$ cat config.mk
export PLATFORM = sky130hd
export DESIGN_NAME = lname_mbus_master_pwr_seq_flat
export DESIGN_NICKNAME = d
export VERILOG_FILES = /design/src/rtl/lname_mbus_master_pwr_seq_if.sv /design/src/rtl/lname_mbus_master_pwr_seq.sv /design/src/flat_wrapper.sv
export SDC_FILE = /design/constraint.sdc
export NUM_CORES = 1
export LEC_CHECK = 0
export ABC_AREA = 1
export CORE_MARGIN = 2
export CORE_UTILIZATION = 41
export DETAILED_ROUTE_END_ITERATION = 6
export GPL_TIMING_DRIVEN = 0
export PLACE_DENSITY = 0.89
export SYNTH_ARGS = -nofsm -noshare
export SYNTH_HDL_FRONTEND = slang
export SYNTH_SLANG_ARGS = --single-unit
$ cat constraint.sdc
create_clock -name CLK -period 1.45 [get_ports CLK]
set_input_delay 0.29 -clock CLK [delete_from_list [all_inputs] [get_ports CLK]]
set_output_delay 0.29 -clock CLK [all_outputs]
set_load 0.01 [all_outputs]
$ cat src/rtl/lname_mbus_master_pwr_seq_if.sv
// Bus-side signal bundle for the MBus master power/wire controller.
// master modport: seen from the controller (lname_mbus_master_pwr_seq).
// slave modport : seen from the environment that drives requests and bus wires.
// Signals:
//   CIN, DIN                 bus clock/data in
//   COUT_FROM_BUS/DOUT_FROM_BUS  clock/data from the bus controller
//   COUT, DOUT               gated bus clock/data out
//   SLEEP_REQ   [NUM_SLP]    sleep requests (level, OR-combined)
//   WAKEUP_REQ  [NUM_WAK]    wakeup requests (level)
//   WAKEUP_MASK [NUM_WAK]    1 = channel ignored
//   MBC_ISOLATE/_B, MBC_RESET/_B, MBC_SLEEP/_B  power-domain controls
//   CLR_EXT_INT, EXTERNAL_INT, WAKE_SRC         interrupt handshake
//   SEQ_BUSY, LRC_SLEEP, MBUS_BUSY              status
interface lname_mbus_master_pwr_seq_if #(
  parameter int NUM_SLP = 2,
  parameter int NUM_WAK = 4
);
  logic               CIN;
  logic               DIN;
  logic               COUT_FROM_BUS;
  logic               DOUT_FROM_BUS;
  logic               COUT;
  logic               DOUT;
  logic [NUM_SLP-1:0] SLEEP_REQ;
  logic [NUM_WAK-1:0] WAKEUP_REQ;
  logic [NUM_WAK-1:0] WAKEUP_MASK;
  logic               MBC_ISOLATE;
  logic               MBC_ISOLATE_B;
  logic               MBC_RESET;
  logic               MBC_RESET_B;
  logic               MBC_SLEEP;
  logic               MBC_SLEEP_B;
  logic               CLR_EXT_INT;
  logic               EXTERNAL_INT;
  logic [NUM_WAK-1:0] WAKE_SRC;
  logic               SEQ_BUSY;
  logic               LRC_SLEEP;
  logic               MBUS_BUSY;

  modport master (
    input  CIN, DIN, COUT_FROM_BUS, DOUT_FROM_BUS,
    input  SLEEP_REQ, WAKEUP_REQ, WAKEUP_MASK,
    input  CLR_EXT_INT, LRC_SLEEP, MBUS_BUSY,
    output COUT, DOUT,
    output MBC_ISOLATE, MBC_ISOLATE_B, MBC_RESET, MBC_RESET_B,
    output MBC_SLEEP, MBC_SLEEP_B,
    output EXTERNAL_INT, WAKE_SRC, SEQ_BUSY
  );

  modport slave (
    output CIN, DIN, COUT_FROM_BUS, DOUT_FROM_BUS,
    output SLEEP_REQ, WAKEUP_REQ, WAKEUP_MASK,
    output CLR_EXT_INT, LRC_SLEEP, MBUS_BUSY,
    input  COUT, DOUT,
    input  MBC_ISOLATE, MBC_ISOLATE_B, MBC_RESET, MBC_RESET_B,
    input  MBC_SLEEP, MBC_SLEEP_B,
    input  EXTERNAL_INT, WAKE_SRC, SEQ_BUSY
  );
endinterface

$ cat src/rtl/lname_mbus_master_pwr_seq.sv
// MBus master power/wire controller for the always-on domain.
// Sequences MBC_SLEEP/ISOLATE/RESET with programmable step delays, latches
// which unmasked wakeup channel raised the external interrupt, and gates the
// bus clock/data outputs (including the DOUT-low wake pulse).
// Ports:
//   CLK               master clock
//   rst_tran_to_wake  asynchronous, active-high reset
//   bus               lname_mbus_master_pwr_seq_if.master (all bus/handshake signals)
//
// state      | meaning
// -----------+-----------------------------------------------
// ST_SLEEP   | domain powered off, isolated, held in reset
// ST_UNSLEEP | power on, waiting ISO_DLY before isolation release
// ST_UNISO   | isolation released, waiting RST_DLY before reset release
// ST_ACTIVE  | domain running
// ST_ISO     | isolated + reset, waiting SLP_DLY before power off
module lname_mbus_master_pwr_seq #(
  parameter int NUM_SLP = 2,
  parameter int NUM_WAK = 4,
  parameter int ISO_DLY = 1,
  parameter int RST_DLY = 1,
  parameter int SLP_DLY = 1
) (
  input  logic                          CLK,
  input  logic                          rst_tran_to_wake,
  lname_mbus_master_pwr_seq_if.master   bus
);

  localparam int MAX_DLY = (ISO_DLY > RST_DLY) ?
                           ((ISO_DLY > SLP_DLY) ? ISO_DLY : SLP_DLY) :
                           ((RST_DLY > SLP_DLY) ? RST_DLY : SLP_DLY);
  localparam int CW = $clog2(MAX_DLY + 1);

  // A step of D cycles expires when the counter (cleared on entry) reaches D-1.
  localparam logic [CW-1:0] ISO_LAST = CW'(ISO_DLY - 1);
  localparam logic [CW-1:0] RST_LAST = CW'(RST_DLY - 1);
  localparam logic [CW-1:0] SLP_LAST = CW'(SLP_DLY - 1);

  typedef enum logic [2:0] {
    ST_SLEEP   = 3'd0,
    ST_UNSLEEP = 3'd1,
    ST_UNISO   = 3'd2,
    ST_ACTIVE  = 3'd3,
    ST_ISO     = 3'd4
  } state_t;

  state_t               state;
  state_t               nxt;
  logic [CW-1:0]        cnt;
  logic                 sleep_q;
  logic                 iso_q;
  logic                 rst_q;
  logic                 timed;

  logic [NUM_SLP-1:0]   slp_req;
  logic [NUM_WAK-1:0]   wak_live;
  logic                 int_busy;
  logic                 int_prev;
  logic                 int_rise;
  logic                 int_clr;
  logic                 ext_int_dout;
  logic                 ext_int_q;
  logic [NUM_WAK-1:0]   wake_src_q;

  assign slp_req = bus.SLEEP_REQ;
  assign timed   = (state == ST_UNSLEEP) || (state == ST_UNISO) || (state == ST_ISO);

  always_comb begin
    nxt = state;
    case (state)
      ST_SLEEP:   if (!bus.DIN)        nxt = ST_UNSLEEP;
      ST_UNSLEEP: if (cnt == ISO_LAST) nxt = ST_UNISO;
      ST_UNISO:   if (cnt == RST_LAST) nxt = ST_ACTIVE;
      ST_ACTIVE:  if (|slp_req)        nxt = ST_ISO;
      // A wake during the power-down wait wins over the delay expiring.
      ST_ISO: begin
        if (!bus.DIN)              nxt = ST_UNISO;
        else if (cnt == SLP_LAST)  nxt = ST_SLEEP;
      end
      default:                     nxt = ST_SLEEP;
    endcase
  end

  // Outputs are loaded from the next state so they change on state entry.
  always_ff @(posedge CLK or posedge rst_tran_to_wake) begin
    if (rst_tran_to_wake) begin
      state   <= ST_SLEEP;
      cnt     <= '0;
      sleep_q <= 1'b1;
      iso_q   <= 1'b1;
      rst_q   <= 1'b1;
    end else begin
      state <= nxt;
      if (nxt != state)
        cnt <= '0;
      else if (timed)
        cnt <= cnt + CW'(1);
      case (nxt)
        ST_SLEEP:   begin sleep_q <= 1'b1; iso_q <= 1'b1; rst_q <= 1'b1; end
        ST_UNSLEEP: begin sleep_q <= 1'b0; iso_q <= 1'b1; rst_q <= 1'b1; end
        ST_UNISO:   begin sleep_q <= 1'b0; iso_q <= 1'b0; rst_q <= 1'b1; end
        ST_ACTIVE:  begin sleep_q <= 1'b0; iso_q <= 1'b0; rst_q <= 1'b0; end
        ST_ISO:     begin sleep_q <= 1'b0; iso_q <= 1'b1; rst_q <= 1'b1; end
        default:    begin sleep_q <= 1'b1; iso_q <= 1'b1; rst_q <= 1'b1; end
      endcase
    end
  end

  // Bus activity only blocks the interrupt while the controller is out of reset.
  assign wak_live = bus.WAKEUP_REQ & ~bus.WAKEUP_MASK;
  assign int_busy = (|wak_live) & ~(bus.MBUS_BUSY & ~rst_q) & bus.LRC_SLEEP;
  assign int_rise = int_busy & ~int_prev;
  assign int_clr  = bus.CLR_EXT_INT & ~iso_q;

  always_ff @(posedge CLK or posedge rst_tran_to_wake) begin
    if (rst_tran_to_wake) begin
      int_prev     <= 1'b0;
      ext_int_dout <= 1'b0;
      ext_int_q    <= 1'b0;
      wake_src_q   <= '0;
    end else begin
      int_prev <= int_busy;
      if (int_rise)
        ext_int_dout <= 1'b1;
      else if (!bus.CIN)
        ext_int_dout <= 1'b0;
      // A new interrupt on the clearing edge must not be lost.
      if (int_rise) begin
        ext_int_q  <= 1'b1;
        wake_src_q <= wake_src_q | wak_live;
      end else if (int_clr) begin
        ext_int_q  <= 1'b0;
        wake_src_q <= '0;
      end
    end
  end

  assign bus.MBC_ISOLATE   = iso_q;
  assign bus.MBC_ISOLATE_B = ~iso_q;
  assign bus.MBC_RESET     = rst_q;
  assign bus.MBC_RESET_B   = ~rst_q;
  assign bus.MBC_SLEEP     = sleep_q & bus.DIN;
  assign bus.MBC_SLEEP_B   = ~(sleep_q & bus.DIN);
  assign bus.EXTERNAL_INT  = ext_int_q;
  assign bus.WAKE_SRC      = wake_src_q;
  assign bus.SEQ_BUSY      = timed;

  assign bus.COUT = rst_tran_to_wake | iso_q | bus.COUT_FROM_BUS;
  assign bus.DOUT = rst_tran_to_wake ? 1'b1 :
                    ext_int_dout     ? 1'b0 :
                    iso_q            ? 1'b1 : bus.DOUT_FROM_BUS;

endmodule
$ cat src/flat_wrapper.sv
// flat-port wrapper written by rule: the top's interface ports become plain ports
module lname_mbus_master_pwr_seq_flat 
#(
  parameter int NUM_SLP = 2,
  parameter int NUM_WAK = 4,
  parameter int ISO_DLY = 1,
  parameter int RST_DLY = 1,
  parameter int SLP_DLY = 1
)
  (CLK, rst_tran_to_wake, bus_CIN, bus_DIN, bus_COUT_FROM_BUS, bus_DOUT_FROM_BUS, bus_SLEEP_REQ, bus_WAKEUP_REQ, bus_WAKEUP_MASK, bus_CLR_EXT_INT, bus_LRC_SLEEP, bus_MBUS_BUSY, bus_COUT, bus_DOUT, bus_MBC_ISOLATE, bus_MBC_ISOLATE_B, bus_MBC_RESET, bus_MBC_RESET_B, bus_MBC_SLEEP, bus_MBC_SLEEP_B, bus_EXTERNAL_INT, bus_WAKE_SRC, bus_SEQ_BUSY);
  lname_mbus_master_pwr_seq_if #(.NUM_SLP(NUM_SLP), .NUM_WAK(NUM_WAK)) bus_i ();
  input  logic CLK;
  input  logic rst_tran_to_wake;
  input wire logic [$bits(bus_i.CIN)-1:0] bus_CIN;
  input wire logic [$bits(bus_i.DIN)-1:0] bus_DIN;
  input wire logic [$bits(bus_i.COUT_FROM_BUS)-1:0] bus_COUT_FROM_BUS;
  input wire logic [$bits(bus_i.DOUT_FROM_BUS)-1:0] bus_DOUT_FROM_BUS;
  input wire logic [$bits(bus_i.SLEEP_REQ)-1:0] bus_SLEEP_REQ;
  input wire logic [$bits(bus_i.WAKEUP_REQ)-1:0] bus_WAKEUP_REQ;
  input wire logic [$bits(bus_i.WAKEUP_MASK)-1:0] bus_WAKEUP_MASK;
  input wire logic [$bits(bus_i.CLR_EXT_INT)-1:0] bus_CLR_EXT_INT;
  input wire logic [$bits(bus_i.LRC_SLEEP)-1:0] bus_LRC_SLEEP;
  input wire logic [$bits(bus_i.MBUS_BUSY)-1:0] bus_MBUS_BUSY;
  output wire logic [$bits(bus_i.COUT)-1:0] bus_COUT;
  output wire logic [$bits(bus_i.DOUT)-1:0] bus_DOUT;
  output wire logic [$bits(bus_i.MBC_ISOLATE)-1:0] bus_MBC_ISOLATE;
  output wire logic [$bits(bus_i.MBC_ISOLATE_B)-1:0] bus_MBC_ISOLATE_B;
  output wire logic [$bits(bus_i.MBC_RESET)-1:0] bus_MBC_RESET;
  output wire logic [$bits(bus_i.MBC_RESET_B)-1:0] bus_MBC_RESET_B;
  output wire logic [$bits(bus_i.MBC_SLEEP)-1:0] bus_MBC_SLEEP;
  output wire logic [$bits(bus_i.MBC_SLEEP_B)-1:0] bus_MBC_SLEEP_B;
  output wire logic [$bits(bus_i.EXTERNAL_INT)-1:0] bus_EXTERNAL_INT;
  output wire logic [$bits(bus_i.WAKE_SRC)-1:0] bus_WAKE_SRC;
  output wire logic [$bits(bus_i.SEQ_BUSY)-1:0] bus_SEQ_BUSY;
  assign bus_i.CIN = bus_CIN;
  assign bus_i.DIN = bus_DIN;
  assign bus_i.COUT_FROM_BUS = bus_COUT_FROM_BUS;
  assign bus_i.DOUT_FROM_BUS = bus_DOUT_FROM_BUS;
  assign bus_i.SLEEP_REQ = bus_SLEEP_REQ;
  assign bus_i.WAKEUP_REQ = bus_WAKEUP_REQ;
  assign bus_i.WAKEUP_MASK = bus_WAKEUP_MASK;
  assign bus_i.CLR_EXT_INT = bus_CLR_EXT_INT;
  assign bus_i.LRC_SLEEP = bus_LRC_SLEEP;
  assign bus_i.MBUS_BUSY = bus_MBUS_BUSY;
  assign bus_COUT = bus_i.COUT;
  assign bus_DOUT = bus_i.DOUT;
  assign bus_MBC_ISOLATE = bus_i.MBC_ISOLATE;
  assign bus_MBC_ISOLATE_B = bus_i.MBC_ISOLATE_B;
  assign bus_MBC_RESET = bus_i.MBC_RESET;
  assign bus_MBC_RESET_B = bus_i.MBC_RESET_B;
  assign bus_MBC_SLEEP = bus_i.MBC_SLEEP;
  assign bus_MBC_SLEEP_B = bus_i.MBC_SLEEP_B;
  assign bus_EXTERNAL_INT = bus_i.EXTERNAL_INT;
  assign bus_WAKE_SRC = bus_i.WAKE_SRC;
  assign bus_SEQ_BUSY = bus_i.SEQ_BUSY;
  lname_mbus_master_pwr_seq #(.NUM_SLP(NUM_SLP), .NUM_WAK(NUM_WAK), .ISO_DLY(ISO_DLY), .RST_DLY(RST_DLY), .SLP_DLY(SLP_DLY)) u_core (.CLK(CLK), .rst_tran_to_wake(rst_tran_to_wake), .bus(bus_i));
endmodule
Word-level counts from Yosys, hierarchy flattened:

Index checks and enable logic that the tools add are counted.

* word-level logic and storage cells: 66
* output and inout port bits: 14
* bits in read-only memories: 0
* latch bits: 0
* RAM bits: 0
* bits of input ports: 19
* flip-flop bits (word level): 14
* memories kept: 0

* magnitude comparators: 0
* add/subtract/negate cells: 1
* div/mod/pow operators: 0
* shift-type cells: 0
* reduce and logical (&&, ||, !) cells: 9
* mux-type cells: 21
* equality and inequality tests: 10
* bitwise operators: 16
* multipliers: 0

Operator list (number)
* $mux W3: 6
* $pmux W3 S5: 1
* $eq A3 B2 Y1 const B: 4
* $mux W1: 12
* $mux W4: 2
* $reduce_or A4 Y1: 2
* $and A1 B1 Y1: 6
* $eq A3 B1 Y1 const B: 2
* $eq A3 B3 Y1 const B: 2
* $not A1 Y1: 5
* $and A4 B4 Y4: 1
* $not A4 Y4: 1
* $or A4 B4 Y4: 1
* $reduce_bool A2 Y1: 2
* $reduce_or A2 Y1: 2
* $logic_not A3 Y1: 1
* $ne A3 B3 Y1: 1
* $logic_or A1 B1 Y1: 2
* $ne A2 B1 Y1 const B: 1
* $or A1 B1 Y1: 2
* $add A1 B1 Y1 const B: 1

Depth between registers and ports, before layout:

* depth in word-level cells: 7
* gate-level depth with buffers: 8
* depth with buffers taken out: 8

Worst setup path before layout:

No wires, ideal clock.

* kind: register -> register
* start: reg u_core.state[0]
* end: reg u_core.cnt
* library setup time: 114 ps
* data required time: 1336 ps
* clock period less this slack: 1187 ps
* path buffers: 0
* data arrival time: 1073 ps
* cell stages (with the launch flop): 9
* slack: 263 ps
* path through: dfrtp_1 > nor2_1 > nand2_2 > nand3_1 > nand2_1 > nand2_1 > nor2_2 > nand2_1 > nor2_2

* elaborated cells between the ends (all ways): 17
* those cells by class: 5 x eq/ne; 8 x mux; 4 x reduce/logical

RTL lines
* start: declaration: line lname_mbus_master_pwr_seq.sv:47 `state_t state;`
* start signal: assignment: line lname_mbus_master_pwr_seq.sv:93 `state <= nxt;`
* $eq A3 B1 Y1 / $eq A3 B2 Y1 (equally long branches): line lname_mbus_master_pwr_seq.sv:66 `assign timed = (state == ST_UNSLEEP) || (state == ST_UNISO) || (state == ST_ISO);`
* $logic_or A1 B1 Y1: line lname_mbus_master_pwr_seq.sv:66
* $logic_or A1 B1 Y1 (*): line lname_mbus_master_pwr_seq.sv:66
* named net bus_SEQ_BUSY: line flat_wrapper.sv:34 `output wire logic [$bits(bus_i.SEQ_BUSY)-1:0] bus_SEQ_BUSY;`
* $reduce_bool A2 Y1 (no source line) (*)
* end signal: assignment: line lname_mbus_master_pwr_seq.sv:97 `cnt <= cnt + CW'(1);`
* end: declaration: line lname_mbus_master_pwr_seq.sv:49 `logic [CW-1:0] cnt;`

Mark *: on every way through the listed nets, which the timed path passes. The rest lies on a longest branch.
A chain may end at the register's enable or synchronous reset.

Final worst setup path:

* start: reg u_core.state[0]
* end: out bus_SEQ_BUSY

* cells in the longest elaborated chain, start to end: 3
* elaborated cells between the ends (all ways): 5
* those cells by class: 3 x eq/ne; 2 x reduce/logical

RTL lines (line)
* $eq A3 B1 Y1 / $eq A3 B2 Y1 (equally long branches): lname_mbus_master_pwr_seq.sv:66
* $logic_or A1 B1 Y1: lname_mbus_master_pwr_seq.sv:66
* $logic_or A1 B1 Y1 (*): lname_mbus_master_pwr_seq.sv:66
* end: declaration: flat_wrapper.sv:34

Mark *: on every way between the ends. The rest lies on a longest branch, timed or not.

==> results by group <==
Status
  • Outcome: finished with violations
  • Violated checks: setup timing

Detailed routing
  • Detailed-routing wirelength on met1: 825 µm
  • Number of routed nets with antenna violations: 0
  • Routed via count divided by cell count: between 4 and 5
  • Met3 wire length: 126 µm
  • Initial DRC Count: 8
  • Length of the first detailed-routing pass in iterations: 4
  • Detailed-routed wire length on met2: 1.05 mm
  • DR vias: 810
  • Highest routing layer actually used: met4
  • Post-detailed-route DRC marker count: 0
  • Post-DR wirelength/cell: about 12 µm
  • Total wire length: 2.03 mm

Logic synthesis
  • Share of synthesized cell area in full adder, half adder and majority cells: 0%
  • Synthesized Nets: 120
  • Count of warnings emitted by yosys: 0
  • Multiplexer share of the synthesized area: 0%
  • Library cell with the largest summed area after synthesis: dfrtp_1
  • Synth top area share: 36.1%
  • Netlist area before placement: 763 µm²
  • Largest family of logic cells by synthesized area: simple AND/OR/NAND/NOR gates
  • Cells taking the most area after synthesis: dfrtp_1, nand2_1, dfstp_2
  • Post-Syn Instances: 101
  • Post-synthesis cell type count: 17
  • Post-synthesis sequential area ratio: 46.4%
  • Compound-gate portion of the synthesized area: 7.87%
  • Per-instance average area after synthesis: 7.56 µm²
  • Parity-gate share of the synthesized area counting xor and xnor cells: 0%
  • Number of register bits inferred by synthesis: 14
  • Simple-gate share of the synthesized area: 36.9%

Cells and area
  • Sequential cell area in the final layout: 358 µm²
  • Multi-input gate area in the final layout: just under 400 µm²
  • Area growth syn-to-layout: 66.6%
  • Commonest cells after routing, fill and taps aside: nand2_1, clkdlybuf4s50_1, inv_1
  • Number of fillers in the final layout: ~140
  • Final standard cell area without fillers: approximately 1300 µm²
  • Most frequent standard cell in the layout excluding fill and tap cells: nand2_1
  • Nets@finish: between 150 and 200
  • Inserted Diodes: 0
  • Fraction of layout instances using a drive strength above 1: 29.9%
  • Utilization after layout: 72.8%

Floorplan
  • Overall die area: 2220 µm²
  • Initial cell density of the core: 43.7%
  • Boundary pin count: 33
  • Area of the core: 1750 µm²
  • Die width: ~47 µm
  • Row Count: 15
  • Die height: between 40 and 50 µm

STA
  • Endpoints failing setup: 1
  • Slew at the pin closest to its max-slew limit: 0.237 ns
  • Period minus WS final: between 1 and 1.5 ns
  • Normalized max-slew margin: 84.1%
  • Setup repair after global routing missed its margin: true
  • Max-slew violation count: 0
  • Total count of hold-check failures in the final report: 0
  • Final worst slack: -0.00277 ns
  • Clock Skew: 0.00524 ns
  • Peak clock frequency supported by timing: 688 MHz
  • Portion of the clock cycle consumed by the worst path in the final layout: 100%

Worst setup path
  • Critical path required time: 1.16 ns
  • Maximum fanout along the worst path: 4
  • Worst reg2reg path depth: 8
  • Endpoint arrival time on the critical path: 1.16 ns
  • Total stage count of the critical path: 4
  • Delay of the slowest cell on the worst path: about 0.49 ns
  • Sort of element at the end of the critical path: output pin
  • Worst Setup Path Type: reg -> out
  • Standard cell with the maximum stage delay on the critical path: dfrtp_2
  • Cells traversed along the worst timing path: nor2_4, nand2_4, nand3_4, buf_6
  • Count of buffering cells on the critical path with inverters included: 1
  • Crit-path leading delay family: flip-flops
  • Startpoint Class: register

Power and ir drop
  • Proportion of total power due to net switching: 41.8%
  • Reg power frac: 31.8%
  • Switching pwr: 0.917 mW
  • Fraction of power consumed by combinational cells: around 56%
  • Clock power share: about an eighth
  • Areal power density over the cells: 1730 nW/µm²
  • Peak supply drop: 0.00142 V
  • Internal Dissipation: 1.28 mW
  • Leakage Power: 0.647 nW

Clocking
  • CTS tree: done
  • Longest Clk Path Bufs: 2
  • Register clock-pin slew on the reported worst setup and hold paths: about 0.080 ns
  • Num CTS Buffers: 3
  • Max H-tree Level: 1
  • Clock root buffer: clkbuf_4
  • Post-cts hold buffer count: 0
  • Clock latency reported for the late side of the worst-skew pair: 0.27 ns
  • Num Clock Sinks: 14

GRT
  • Largest net degree at the start of global routing: 13
  • Total global routing track utilization: 19.9%
  • Number of antenna violations at the first check in global routing: 0
  • Number of global-route vias before repair: 697
  • Overflow left after global routing: 0
  • First-pass GRT wire length: 2.95 mm

Run
  • Number of max-cap violations: 0

Placement
  • Number of I/O port buffers: 32
  • Detailed Place HPWL: 1.36 mm
  • Area post-placement: around 1100 µm²
  • Final weighted congestion in routability-driven placement: 0.826

Hold path
  • Path type of the worst min-delay path: in -> async
[cells by family (layout without fill, tap and decap cells)]
group	after synthesis	count (layout)
DFF	14	14
AOI/OAI and AO/OA	12	12
and+or+nand+nor	57	57
buffers and inverters	18	64
[per-layer routing]
metal | vias to the layer above | global-route usage (%)
met5 | - | 0
met4 | 0 | 7.22
met2 | 34 | 36.4
li1 | 410 | -
met3 | 4 | 5.38
met1 | 362 | 22.0
[final timing paths]
path	startpoint	endpoint	slack, ns
worst min register to register	u_core.bus.EXTERNAL_INT$_DFFE_PP0P_	u_core.bus.EXTERNAL_INT$_DFFE_PP0P_	0.50
max in group asynchronous	rst_tran_to_wake	u_core.sleep_q$_DFF_PP1_	0.92
worst max-delay path	u_core.state[0]$_DFF_PP0_	bus_SEQ_BUSY	-0.003
worst max register to register	u_core.state[0]$_DFF_PP0_	u_core.cnt$_DFFE_PP0P_	0.07
min in group CLK	u_core.bus.EXTERNAL_INT$_DFFE_PP0P_	u_core.bus.EXTERNAL_INT$_DFFE_PP0P_	0.50
worst min-delay path	rst_tran_to_wake	u_core.bus.EXTERNAL_INT$_DFFE_PP0P_	0.26
[Yosys cell counts (all sizes together)]
cell	instances
dfstp	3
inv	18
o21ai	3
dfrtp	11
nor2	14
nand2	29
nand3	7
a21oi	9
nor3	1
and3	1
nand4	5
[metrics by stage]
| stage | instances | hold slack [ns] | setup WS (ns) | TNS (ns) | power, mW |
|---|---|---|---|---|---|
| floorplan | 101 | 0.191 | 0.263 | 0 | 1.26 |
| global placement | 158 | 0.462 | -0.636 | -1.98 | 1.61 |
| detailed placement | 158 | 0.476 | -0.663 | -2.16 | 1.65 |
| CTS | 168 | 0.219 | 0.000672 | 0 | 2.04 |
| global route | 172 | 0.261 | -0.0718 | -0.118 | 2.36 |
| finish | 172 | 0.259 | -0.00277 | -0.00277 | 2.19 |
[power by group through the flow]
stage	Clock, mW	Combinational [mW]	Sequential, mW
3_3_place_gp	0	0.960	0.646
3_5_place_dp	0	0.995	0.651
5_1_grt	0.295	1.35	0.712
4_1_cts	0.275	1.09	0.669
6_report	0.268	1.23	0.699
2_1_floorplan	0	0.608	0.648
[flip-flops by register name (all words and copies together) (netlist names)]
name                     count
u_core.bus.EXTERNAL_INT      1
u_core.bus.MBC_ISOLATE       1
u_core.bus.MBC_RESET         1
u_core.bus.WAKE_SRC          4
u_core.cnt                   1
u_core.ext_int_dout          1
u_core.int_prev              1
u_core.sleep_q               1
u_core.state                 3
[tightest hold or removal path: cells and delay by family]
kind                   cells  cell delay (ns)
buffers and inverters      4             0.57
[cell type report]
cell class	instances	area share, %
Clock buffer	4	2.85
Inverter	18	6.00
Multi-Input combinational cell	69	31.2
Sequential cell	14	28.1
Tap cell	25	2.46
Timing Repair Buffer	42	29.3
[what timing repair did]
item | 4_1_cts | 5_1_grt
gates resized for setup | 41 | 13
buffers inserted | 6 | 4
endpoints found under the setup margin | 13 | 8
pin swaps | 1 | 4
Power figures use the tool's default switching activity.
